<file path="src/rtl/sr_pkg.sv">
`default_nettype none
// +----------------------------------------------------------------------+
// | Module : sr_pkg                                                      |
// | Brief  : Shared SR conflict-mode encodings and next-state helper.    |
// | Rev    : 1.0                                                         |
// +----------------------------------------------------------------------+
package sr_pkg;

    typedef enum logic [1:0] {
        SET_DOM = 2'd0,
        RST_DOM = 2'd1,
        HOLD    = 2'd2,
        TOGGLE  = 2'd3
    } sr_mode_e;

    function automatic logic sr_next(input logic q, input logic s,
                                     input logic r, input sr_mode_e mode);
        logic nq;
        nq = q;
        case ({s, r})
            2'b01:   nq = 1'b0;
            2'b10:   nq = 1'b1;
            2'b11: begin
                case (mode)
                    SET_DOM: nq = 1'b1;
                    RST_DOM: nq = 1'b0;
                    HOLD:    nq = q;
                    TOGGLE:  nq = ~q;
                    default: nq = q;
                endcase
            end
            default: nq = q;
        endcase
        return nq;
    endfunction

endpackage
`default_nettype wire

</file>
<file path="src/rtl/sr_reg_bank_if.sv">
`default_nettype none
// +----------------------------------------------------------------------+
// | Module : sr_reg_bank_if                                              |
// | Brief  : Request/status bundle for the SR register bank.             |
// | Rev    : 1.0                                                         |
// +----------------------------------------------------------------------+
interface sr_reg_bank_if #(
    parameter int WIDTH = 8,
    parameter int CNT_W = 8
);
    logic [WIDTH-1:0] s;
    logic [WIDTH-1:0] r;
    logic [WIDTH-1:0] en;
    logic             clr_err;
    logic [WIDTH-1:0] q;
    logic [WIDTH-1:0] q_bar;
    logic [WIDTH-1:0] rise;
    logic [WIDTH-1:0] fall;
    logic [WIDTH-1:0] conflict;
    logic [CNT_W-1:0] conflict_cnt;

    modport master (
        output s, r, en, clr_err,
        input  q, q_bar, rise, fall, conflict, conflict_cnt
    );

    modport slave (
        input  s, r, en, clr_err,
        output q, q_bar, rise, fall, conflict, conflict_cnt
    );
endinterface
`default_nettype wire

</file>
<file path="src/rtl/sr_cell.sv">
`default_nettype none
// +----------------------------------------------------------------------+
// | Module : sr_cell                                                     |
// | Brief  : One SR channel: state, edge pulses and sticky conflict bit. |
// | Rev    : 1.0                                                         |
// +----------------------------------------------------------------------+
module sr_cell
    import sr_pkg::*;
#(
    parameter sr_mode_e MODE      = SET_DOM,
    parameter bit       DIS_CLEAR = 1'b0
) (
    input  wire logic clk,
    input  wire logic rst,
    input  wire logic s,
    input  wire logic r,
    input  wire logic en,
    input  wire logic clr_err,
    output logic      q,
    output logic      rise,
    output logic      fall,
    output logic      conflict,
    output logic      hit
);

    logic r_q;
    logic r_rise;
    logic r_fall;
    logic r_conflict;
    logic w_next;

    assign hit = en & s & r;

    always_comb begin
        w_next = r_q;
        if (en) begin
            w_next = sr_next(r_q, s, r, MODE);
        end else if (DIS_CLEAR) begin
            w_next = 1'b0;
        end
    end

    // Edge pulses compare against the old state, so reset never emits a fall.
    always_ff @(posedge clk) begin
        if (rst) begin
            r_q        <= 1'b0;
            r_rise     <= 1'b0;
            r_fall     <= 1'b0;
            r_conflict <= 1'b0;
        end else begin
            r_q        <= w_next;
            r_rise     <= ~r_q & w_next;
            r_fall     <= r_q & ~w_next;
            r_conflict <= hit | (r_conflict & ~clr_err);
        end
    end

    assign q        = r_q;
    assign rise     = r_rise;
    assign fall     = r_fall;
    assign conflict = r_conflict;

endmodule
`default_nettype wire

</file>
<file path="src/rtl/sr_reg_bank.sv">
`default_nettype none
// +----------------------------------------------------------------------+
// | Module : sr_reg_bank                                                 |
// | Brief  : WIDTH-channel SR register bank with conflict tracking.      |
// | Rev    : 1.0                                                         |
// +----------------------------------------------------------------------+
module sr_reg_bank
    import sr_pkg::*;
#(
    parameter int WIDTH     = 8,
    parameter int MODE      = 0,
    parameter bit DIS_CLEAR = 1'b0,
    parameter int CNT_W     = 8
) (
    input wire logic   clk,
    input wire logic   rst,
    sr_reg_bank_if.slave bus
);

    localparam sr_mode_e C_MODE = sr_mode_e'(MODE[1:0]);

    logic [WIDTH-1:0] w_q;
    logic [WIDTH-1:0] w_hit;
    logic             w_any_hit;
    logic [CNT_W-1:0] r_cnt;

    for (genvar i = 0; i < WIDTH; i++) begin : g_cell
        sr_cell #(
            .MODE      (C_MODE),
            .DIS_CLEAR (DIS_CLEAR)
        ) u_cell (
            .clk      (clk),
            .rst      (rst),
            .s        (bus.s[i]),
            .r        (bus.r[i]),
            .en       (bus.en[i]),
            .clr_err  (bus.clr_err),
            .q        (w_q[i]),
            .rise     (bus.rise[i]),
            .fall     (bus.fall[i]),
            .conflict (bus.conflict[i]),
            .hit      (w_hit[i])
        );
    end

    assign w_any_hit = |w_hit;

    // One count per conflicting cycle; a clear in the same cycle restarts at 1.
    always_ff @(posedge clk) begin
        if (rst) begin
            r_cnt <= '0;
        end else if (bus.clr_err) begin
            r_cnt <= CNT_W'(w_any_hit);
        end else if (w_any_hit && (r_cnt != {CNT_W{1'b1}})) begin
            r_cnt <= r_cnt + CNT_W'(1);
        end
    end

    assign bus.q            = w_q;
    assign bus.q_bar        = ~w_q;
    assign bus.conflict_cnt = r_cnt;

endmodule
`default_nettype wire

</file>
<file path="src/flat_wrapper.sv">
// flat-port wrapper written by rule: the top's interface ports become plain ports
module sr_reg_bank_flat import sr_pkg::*;
#(
    parameter int WIDTH     = 8,
    parameter int MODE      = 0,
    parameter bit DIS_CLEAR = 1'b0,
    parameter int CNT_W     = 8
)
  (clk, rst, bus_s, bus_r, bus_en, bus_clr_err, bus_q, bus_q_bar, bus_rise, bus_fall, bus_conflict, bus_conflict_cnt);
  sr_reg_bank_if #(.WIDTH(WIDTH), .CNT_W(CNT_W)) bus_i ();
  input wire logic clk;
  input wire logic rst;
  input wire logic [$bits(bus_i.s)-1:0] bus_s;
  input wire logic [$bits(bus_i.r)-1:0] bus_r;
  input wire logic [$bits(bus_i.en)-1:0] bus_en;
  input wire logic [$bits(bus_i.clr_err)-1:0] bus_clr_err;
  output wire logic [$bits(bus_i.q)-1:0] bus_q;
  output wire logic [$bits(bus_i.q_bar)-1:0] bus_q_bar;
  output wire logic [$bits(bus_i.rise)-1:0] bus_rise;
  output wire logic [$bits(bus_i.fall)-1:0] bus_fall;
  output wire logic [$bits(bus_i.conflict)-1:0] bus_conflict;
  output wire logic [$bits(bus_i.conflict_cnt)-1:0] bus_conflict_cnt;
  assign bus_i.s = bus_s;
  assign bus_i.r = bus_r;
  assign bus_i.en = bus_en;
  assign bus_i.clr_err = bus_clr_err;
  assign bus_q = bus_i.q;
  assign bus_q_bar = bus_i.q_bar;
  assign bus_rise = bus_i.rise;
  assign bus_fall = bus_i.fall;
  assign bus_conflict = bus_i.conflict;
  assign bus_conflict_cnt = bus_i.conflict_cnt;
  sr_reg_bank #(.WIDTH(WIDTH), .MODE(MODE), .DIS_CLEAR(DIS_CLEAR), .CNT_W(CNT_W)) u_core (.clk(clk), .rst(rst), .bus(bus_i));
endmodule
</file>
<file path="config.mk">
export PLATFORM = sky130hd
export DESIGN_NAME = sr_reg_bank_flat
export DESIGN_NICKNAME = d
export VERILOG_FILES = /design/src/rtl/sr_pkg.sv /design/src/rtl/sr_reg_bank_if.sv /design/src/rtl/sr_cell.sv /design/src/rtl/sr_reg_bank.sv /design/src/flat_wrapper.sv
export SDC_FILE = /design/constraint.sdc
export NUM_CORES = 1
export LEC_CHECK = 0
export CORE_AREA = 2 2 68 70
export DETAILED_ROUTE_END_ITERATION = 8
export DIE_AREA = 0 0 70 72
export PLACE_DENSITY = 0.75
export SLEW_MARGIN = 10
export SYNTH_ARGS = -nofsm -noshare
export SYNTH_HDL_FRONTEND = slang
export SYNTH_SLANG_ARGS = --single-unit
</file>
<file path="constraint.sdc">
create_clock -name clk -period 2.3 [get_ports clk]
set_clock_uncertainty 0.2 [all_clocks]
set_input_delay 0.345 -clock clk [delete_from_list [all_inputs] [get_ports clk]]
set_output_delay 0.345 -clock clk [all_outputs]
set_load 0.05 [all_outputs]
</file>
Yosys cells after proc, flatten, opt, wreduce, memory -nomap -nowiden
Cells that the tools add are included.
- flip-flop bits (word level): 40
- latch bits: 0
- bits in writable memories: 0
- bits in read-only memories: 0
- input bits: 27
- output and inout bits: 48
- word-level logic and storage cells: 156
- memories kept: 0
- add/subtract/negate cells: 1
- multipliers: 0
- div/mod/pow operators: 0
- $lt $le $gt $ge: 0
- equality and inequality tests: 25
- shift-type cells: 0
- mux-type cells: 18
- bitwise logic cells: 66
- reduce and logical (&&, ||, !) cells: 12
- operator list (operator ; count):
    $and 1x1->1 ; 40
    $eq 2x2->1 const B ; 16
    $reduce_or 2->1 ; 9
    $not 1->1 ; 17
    $eq 2x1->1 const B ; 8
    $pmux 1 s2 ; 8
    $mux 1 ; 10
    $add 8x1->8 const B ; 1
    $ne 8x8->1 const B ; 1
    $not 8->8 ; 1
    $or 1x1->1 ; 8
    $reduce_or 8->1 ; 1
    $reduce_bool 2->1 ; 1
    $logic_and 1x1->1 ; 1

Depth between registers and ports, before layout
- depth in word-level cells: 6
- mapped depth: 6
- mapped depth without buffers: 5

By module
From an unflattened synthesis, not the netlist that was laid out.
- cell total of the unflattened synthesis: 173
- area total of the unflattened synthesis: 1667.8 µm²
- by module, submodules not included (module ; times used ; cells an instance ; area each (µm²) ; sequential area each (µm²)):
    sr_cell ; 8 ; 14 ; 147.6 ; 80.1
    sr_reg_bank ; 1 ; 61 ; 486.7 ; 160.2

Least setup slack after synthesis
No wires, ideal clock.
- path kind: register to register
- from: register u_core.r_cnt[3] (netlist: u_core.bus.conflict_cnt[3])
- to: register u_core.r_cnt[0] (netlist: u_core.bus.conflict_cnt[0])
- setup time: 0.087 ns
- arrival: 1.855 ns
- required time: 2.013 ns
- setup slack: 0.158 ns
- stages on the path, launching flop included: 7
- path buffers: 1
- period minus slack after synthesis: 2.142 ns
- cells stage by stage: dfxtp_1 > and4_4 > nand4_4 > o21ai_2 > buf_6 > or4b_1 > o31ai_1
- cells in the longest elaborated chain, start to end: 3
- ends and longest elaborated chain (what ; line ; source):
    start, declared ; sr_reg_bank.sv:25 ; logic [CNT_W-1:0] r_cnt;
    start signal, assigned ; sr_reg_bank.sv:53 ; r_cnt <= CNT_W'(w_any_hit);
    start signal, assigned ; sr_reg_bank.sv:55 ; r_cnt <= r_cnt + CNT_W'(1);
    $ne 8x8->1 ; sr_reg_bank.sv:54 ; end else if (w_any_hit && (r_cnt != {CNT_W{1'b1}})) begin
    $logic_and 1x1->1 ; sr_reg_bank.sv:54 ;
    $reduce_bool 2->1 (no line) ; -- ;
No other way between the ends.
A chain may end at the register's enable or synchronous reset.

Worst setup path after layout
- from: register u_core.r_cnt[2] (netlist: u_core.bus.conflict_cnt[2])
- to: output bus_conflict_cnt[2]
- RTL lines (what ; line ; source):
    end, declared ; flat_wrapper.sv:22 ; output wire logic [$bits(bus_i.conflict_cnt)-1:0] bus_conflict_cnt;
No word-level cell between the ends.

==> results.ini <==
[outcome]
status=complete, no violations

[cells_and_area]
drive_gt1_frac=0.06098
nFillCells=401
finalNetCount=274
layout_common_cells=clkdlybuf4s50_1, dfxtp_1, nand2_1
final_common_cell=clkdlybuf4s50_1
area_delta_synth_final_pct=38.09
final_cells=298
n_antenna_cell=0

[route]
wirelength_um=3620
drt_iter0_markers=73
drtPass1Iterations=4
num_vias=1453
via_per_inst=4.876
ant_nets=0
drc_errors=0
wl_per_cell_um=12.15

[sta]
min_period_over_period=0.9509
slew_violations=0
setup_viol=0
rsz0062_at_grt=no
post-route-min-period_ps=2187
hold_violations=0
worst_pin_slew_ps=523.1
fmax_ghz=0.4572
whs_ps=263.3
maxSlewHeadroom=0.6502
setup_tns_ps=0

[logic_synthesis]
synth.distinct_cells=26
synth_seq_cells=40
syn-cell-area_mm2=0.001728
yosysSeqAreaShare=0.4634
syn-num-nets=228
syn_inst=200
avgSynthCellArea_um2=8.640
ys_warn_count=0

[worst_setup_path]
cp.required_ps=1750
rrSetupSlack_ps=460
critPathLaunchType=flop
crit_buf_inv=1
cp_slowest_cell=clkdlybuf4s50_1
path_class=reg2out
crit_fanout=8
cp_top_family=buffers and inverters
max_stage_delay_ps=860
crit_path_end_kind=output pin
arrival_ps=1640
worstPathCellList=clkdlybuf4s50_1

[floorplan]
core_mm2=0.004264
start_util=0.4052
die_area_mm2=0.005040
io_pins=75
rows=24
die_w_um=70
die_h_um=72

[power]
vdd_ir_drop_max_uv=349.8
total_power_mw=1.538
leakagePower_nw=0.8749
p_per_area_mw_per_mm2=644.5

[clock_network]
numCtsBuffers=5
cts_root_buf=clkbuf_8
clk_latency_ps=280
postCtsSetupRepairBufs=0
cts_num_sinks=40
htreeDepth=2
ctsResizeCount=0
cts_max_path_buffers=2
cts_tree=built
clkTransAtPathRegs_ps=70
hold_buffers=0

[place]
io_buffers=74
hpwl_um=2762
dpl.cell_count=291
globalplace.congestion=0.9298

[global_routing]
first_global_vias=1325
grt_usage=0.1470
antenna_found_initial=0
grt_pass1_wl_um=5865
grt_start_max_net_pins=36
overflow=0

[worst_hold_path]
hp-class=reg2reg

[run]
max_cap_viol_count=0

## layout make-up
type                    count  area, um^2  area share
flip-flops and latches     40       800.8      0.3356
multi-input cells         110       611.8      0.2564
inverters                  11       41.29     0.01730
well taps                  52       65.06     0.02727
clock buffers               7       96.34     0.04038
repair buffers             78       770.7      0.3230
## cell usage after synthesis (all sizes together)
master / number / share of area
ha: 1 / 0.0072
a21oi: 19 / 0.055
inv: 11 / 0.024
nor3b: 1 / 0.0043
clkbuf: 6 / 0.013
nand4: 4 / 0.023
nor2: 2 / 0.0043
and4: 1 / 0.0065
o211ai: 3 / 0.013
buf: 33 / 0.15
dfxtp: 40 / 0.46
or4: 3 / 0.013
or4b: 2 / 0.012
nand2b: 8 / 0.029
nand3: 12 / 0.035
and3: 1 / 0.0043
o41ai: 1 / 0.0051
or2: 1 / 0.0036
o21ai: 4 / 0.014
nor3: 8 / 0.023
nor4: 9 / 0.033
o31ai: 2 / 0.0087
nand2: 28 / 0.061
## sequential cells by signal, summed over array words and instances (netlist names)
register / cells
u_core.g_cell.u_cell.fall: 8
u_core.g_cell.u_cell.q: 8
u_core.g_cell.u_cell.conflict: 8
u_core.g_cell.u_cell.rise: 8
u_core.bus.conflict_cnt: 8
## where the power goes
group / internal (mW) / switching, mW
clock network: 0.267 / 0.222
registers: 0.717 / 0.0164
logic: 0.122 / 0.194
total: 1.11 / 0.432
## cells by family (layout without fill, tap and decap cells)
| logic type | after synthesis | in the layout | share of synthesized area |
|---|---|---|---|
| AO/OA/AOI/OAI | 29 | 29 | 0.09558 |
| adder cells (fa/ha/maj) | 1 | 1 | 0.007240 |
| buffers and inverters | 50 | 96 | 0.1825 |
| flip-flops | 40 | 40 | 0.4634 |
| AND/OR/NAND/NOR | 80 | 80 | 0.2513 |
## stage by stage
step / setup WS [ps] / instance area, um^2 / util
after floorplan: 157.8 / 1728 / -
after global placement: 103.1 / 2290 / 0.5370
after detailed placement: 59.94 / 2290 / 0.5370
after CTS: 93.53 / 2386 / 0.5596
after global routing: 54.25 / 2386 / 0.5596
final: 112.9 / 2386 / 0.5596
## final timing paths
kind / to / startpoint / cells past startpoint
max: bus_conflict_cnt[2] / u_core.bus.conflict_cnt[2] / 1
min: u_core.g_cell[7].u_cell.rise / u_core.g_cell[7].u_cell.q / 1
max reg2reg: u_core.bus.conflict_cnt[0] / u_core.bus.conflict_cnt[3] / 5
min reg2reg: u_core.g_cell[7].u_cell.rise / u_core.g_cell[7].u_cell.q / 1
## routing by layer
metal	up-vias	wire length, um	share of wire	GRT usage
li1	747	-	-	-
met1	649	1556	0.43	0.1678
met2	53	1699	0.47	0.2413
met3	4	309	0.085	0.06250
met4	0	55	0.015	0.06624
met5	-	0	0	0
Power figures use the tool's default switching activity.
==> patch: new RTL, same settings <==
`DIS_CLEAR` is set to 1'b0 in 3 places; all go to 1'b1.
--- a/src/rtl/sr_cell.sv
+++ b/src/rtl/sr_cell.sv
@@ -8,7 +8,7 @@
     import sr_pkg::*;
 #(
     parameter sr_mode_e MODE      = SET_DOM,
-    parameter bit       DIS_CLEAR = 1'b0
+    parameter bit       DIS_CLEAR = 1'b1
 ) (
     input  wire logic clk,
     input  wire logic rst,
--- a/src/rtl/sr_reg_bank.sv
+++ b/src/rtl/sr_reg_bank.sv
@@ -9,7 +9,7 @@
 #(
     parameter int WIDTH     = 8,
     parameter int MODE      = 0,
-    parameter bit DIS_CLEAR = 1'b0,
+    parameter bit DIS_CLEAR = 1'b1,
     parameter int CNT_W     = 8
 ) (
     input wire logic   clk,
--- a/src/flat_wrapper.sv
+++ b/src/flat_wrapper.sv
@@ -3,7 +3,7 @@
 #(
     parameter int WIDTH     = 8,
     parameter int MODE      = 0,
-    parameter bit DIS_CLEAR = 1'b0,
+    parameter bit DIS_CLEAR = 1'b1,
     parameter int CNT_W     = 8
 )
   (clk, rst, bus_s, bus_r, bus_en, bus_clr_err, bus_q, bus_q_bar, bus_rise, bus_fall, bus_conflict, bus_conflict_cnt);
Behaviour: not the same (a bounded check fails within 4 cycles, from zero or initial values and one cycle with rst high).
==> patch against the unedited design <==
  * Worst setup slack got worse by 3.7 ps
  * Largest cell class unchanged
  * Highest routed layer unchanged
  * Power is 5.8% lower
  * Die area stayed put
  * Critical endpoint unchanged
  * Sequential share of layout area is 0.47 points lower
  * Routed wire length is 0.72% lower
  * Count of clock-buffer cells in the layout decreased by 1
  * Sequential cell count is the same
  * Cell count down 0.34%
  * Area after synthesis increased by 3.3%
  * Final area grew 1.4%
==> patch: results (changes against the unedited design) <==
status: finished, final reports clean
Synth Area in Compound Gates: 11.5% (+1.9 points)
CTS root buf: clkbuf_8
Synth async-reset ratio: 0% (unchanged)
dpl cells: 290 (-0.34%)
routability cong.: 0.798 (-14%)
non-filler cells in the finished layout: 297 (-0.34%)
slowest stage delay, CP: 860 ps (about the same)
cts bufs inserted: 5 (unchanged)
placed wire-length estimate: 2720 um (-1.5%)
Critical-path top delay cell: clkdlybuf4s50_1
hold crit path type: flip-flop to flip-flop
First DRT Iteration DRCs: 83 (+14%)
Syn Nets: 227 (-0.44%)
Area contributors post-synth: dfxtp_1 45%, buf_4 13%, nor3b_1 7.2%
# diodes: 0 (unchanged)
CP Max Fanout: 8 (unchanged)
most instantiated cells after synthesis: 40 x dfxtp_1, 32 x buf_4, 19 x a21oi_1, 19 x inv_1, 17 x nor3b_1
post-synth cell types: 27 (+3.8%)
met2 routed WL: 1710 um (+0.82%)
WL/cell: 12.1 um (-0.38%)
Post-Synth XOR/XNOR Area: 0% (unchanged)
Primary FF master, synth: dfxtp_1
Mapped Cells: 199 (-0.50%)
largest net degree at the start of global routing: 28 (-22%)
PostCTS Resize Cnt: 0 (unchanged)
VDD IR max: 0.328 mV (-6.3%)
slew of the pin with the lowest slew margin: 518 ps (-5.01 ps)
highest routed layer: met4
CTS clk-pin slew, worst paths: 70 ps (about the same)
final hold vios: 0 (unchanged)
postcts setup bufs: 0 (unchanged)
hold path cells: 2 (+1)
share of layout cells above drive strength 1: 5.31% (-0.79 points)
maximum buffer depth of the clock tree: 2 (unchanged)
htree depth: 2 (unchanged)
CP arrival: 1650 ps
initial antenna violation count: 0 (unchanged)
via count: 1421 (-2.2%)
Synth Area in Adders: 0.701% (-0.023 points)
sequential area share after synthesis: 44.9% (-1.5 points)
drt pass-1 iters: 4 (unchanged)
global-route wire length before repair: 5840 um (-0.36%)
Clock Latency Late Sink: 280 ps (about the same)
vias in the first global route: 1283 (-3.2%)
P_leak: 0.896 nW (+2.4%)
post-synthesis mux area share: 0% (unchanged)
GR Util All Layers: 14.5% (-0.20 points)
WL met3: 213 um (-31%)
Reg2Reg Depth: 5 (unchanged)
Nets: 273 (-0.36%)
IO buf count: 74 (unchanged)
Synthesis Warnings: 0 (unchanged)
Routed met1 length: 1580 um (+1.5%)
Largest delay share family, worst path: buffers and inverters
[patch: changes by cell type in the layout (fill, tap and decap cells not counted), sizes merged]
cell    delta
nor3b     +16
buf        -1
inv        +8
nor3       -8
clkbuf     -1
o21ai      +8
clkinv     +1
nor4       -8
nand2     -24
and2       +8
[patch: logic make-up (layout without fill, tap and decap cells)]
| kind of cell | after synthesis | in the layout |
|---|---|---|
| AO/OA/AOI/OAI | 37 | 37 |
| AND/OR/NAND/NOR | 64 | 64 |
| flip-flops | 40 | 40 |
| adder cells (fa/ha/maj) | 1 | 1 |
| buffers and inverters | 57 | 103 |
[patch: area by class of cell]
cell class,count,area (um^2)
fillers,418,1840
flip-flops and latches,40,801
repair buffers,77,763
multi-input cells,102,642
clock buffers,6,72.6
inverters,19,71.3
well taps,52,65.1
clock inverters,1,5.00
[patch: power breakdown]
group	internal, mW	total, mW	switching [mW]
registers	0.717	0.731	0.0145
logic	0.121	0.299	0.178
clock network	0.206	0.419	0.213
[patch: path summary, 6_finish.rpt]
kind / from / endpoint / slack (ps)
setup reg to reg: u_core.bus.conflict_cnt[0] / u_core.bus.conflict_cnt[0] / 490
setup / recovery: u_core.bus.conflict_cnt[2] / bus_conflict_cnt[2] / 110
hold / removal: u_core.g_cell[6].u_cell.conflict / u_core.g_cell[6].u_cell.conflict / 270
hold reg to reg: u_core.g_cell[6].u_cell.conflict / u_core.g_cell[6].u_cell.conflict / 270
[patch: stage by stage]
| stage | setup slack, ps | total power, mW | instance area (um^2) |
|---|---|---|---|
| floorplan | 158 | 0.950 | 1780 |
| global placement | 179 | 1.04 | 2340 |
| detailed placement | 137 | 1.05 | 2340 |
| CTS | 96.1 | 1.48 | 2420 |
| global route | 48.0 | 1.52 | 2420 |
| finish | 109 | 1.45 | 2420 |
[patch: metal layers]
metal	global-route usage, %	up-vias
li1	-	730
met1	17.4	638
met2	24.0	44
met3	3.61	9
met4	7.91	0
met5	0	-
[patch: tightest hold or removal path: cells and delay by family (launching register included)]
family	cells	cell delay [ps]
compound gates	1	60
flops	1	310
simple gates	1	60
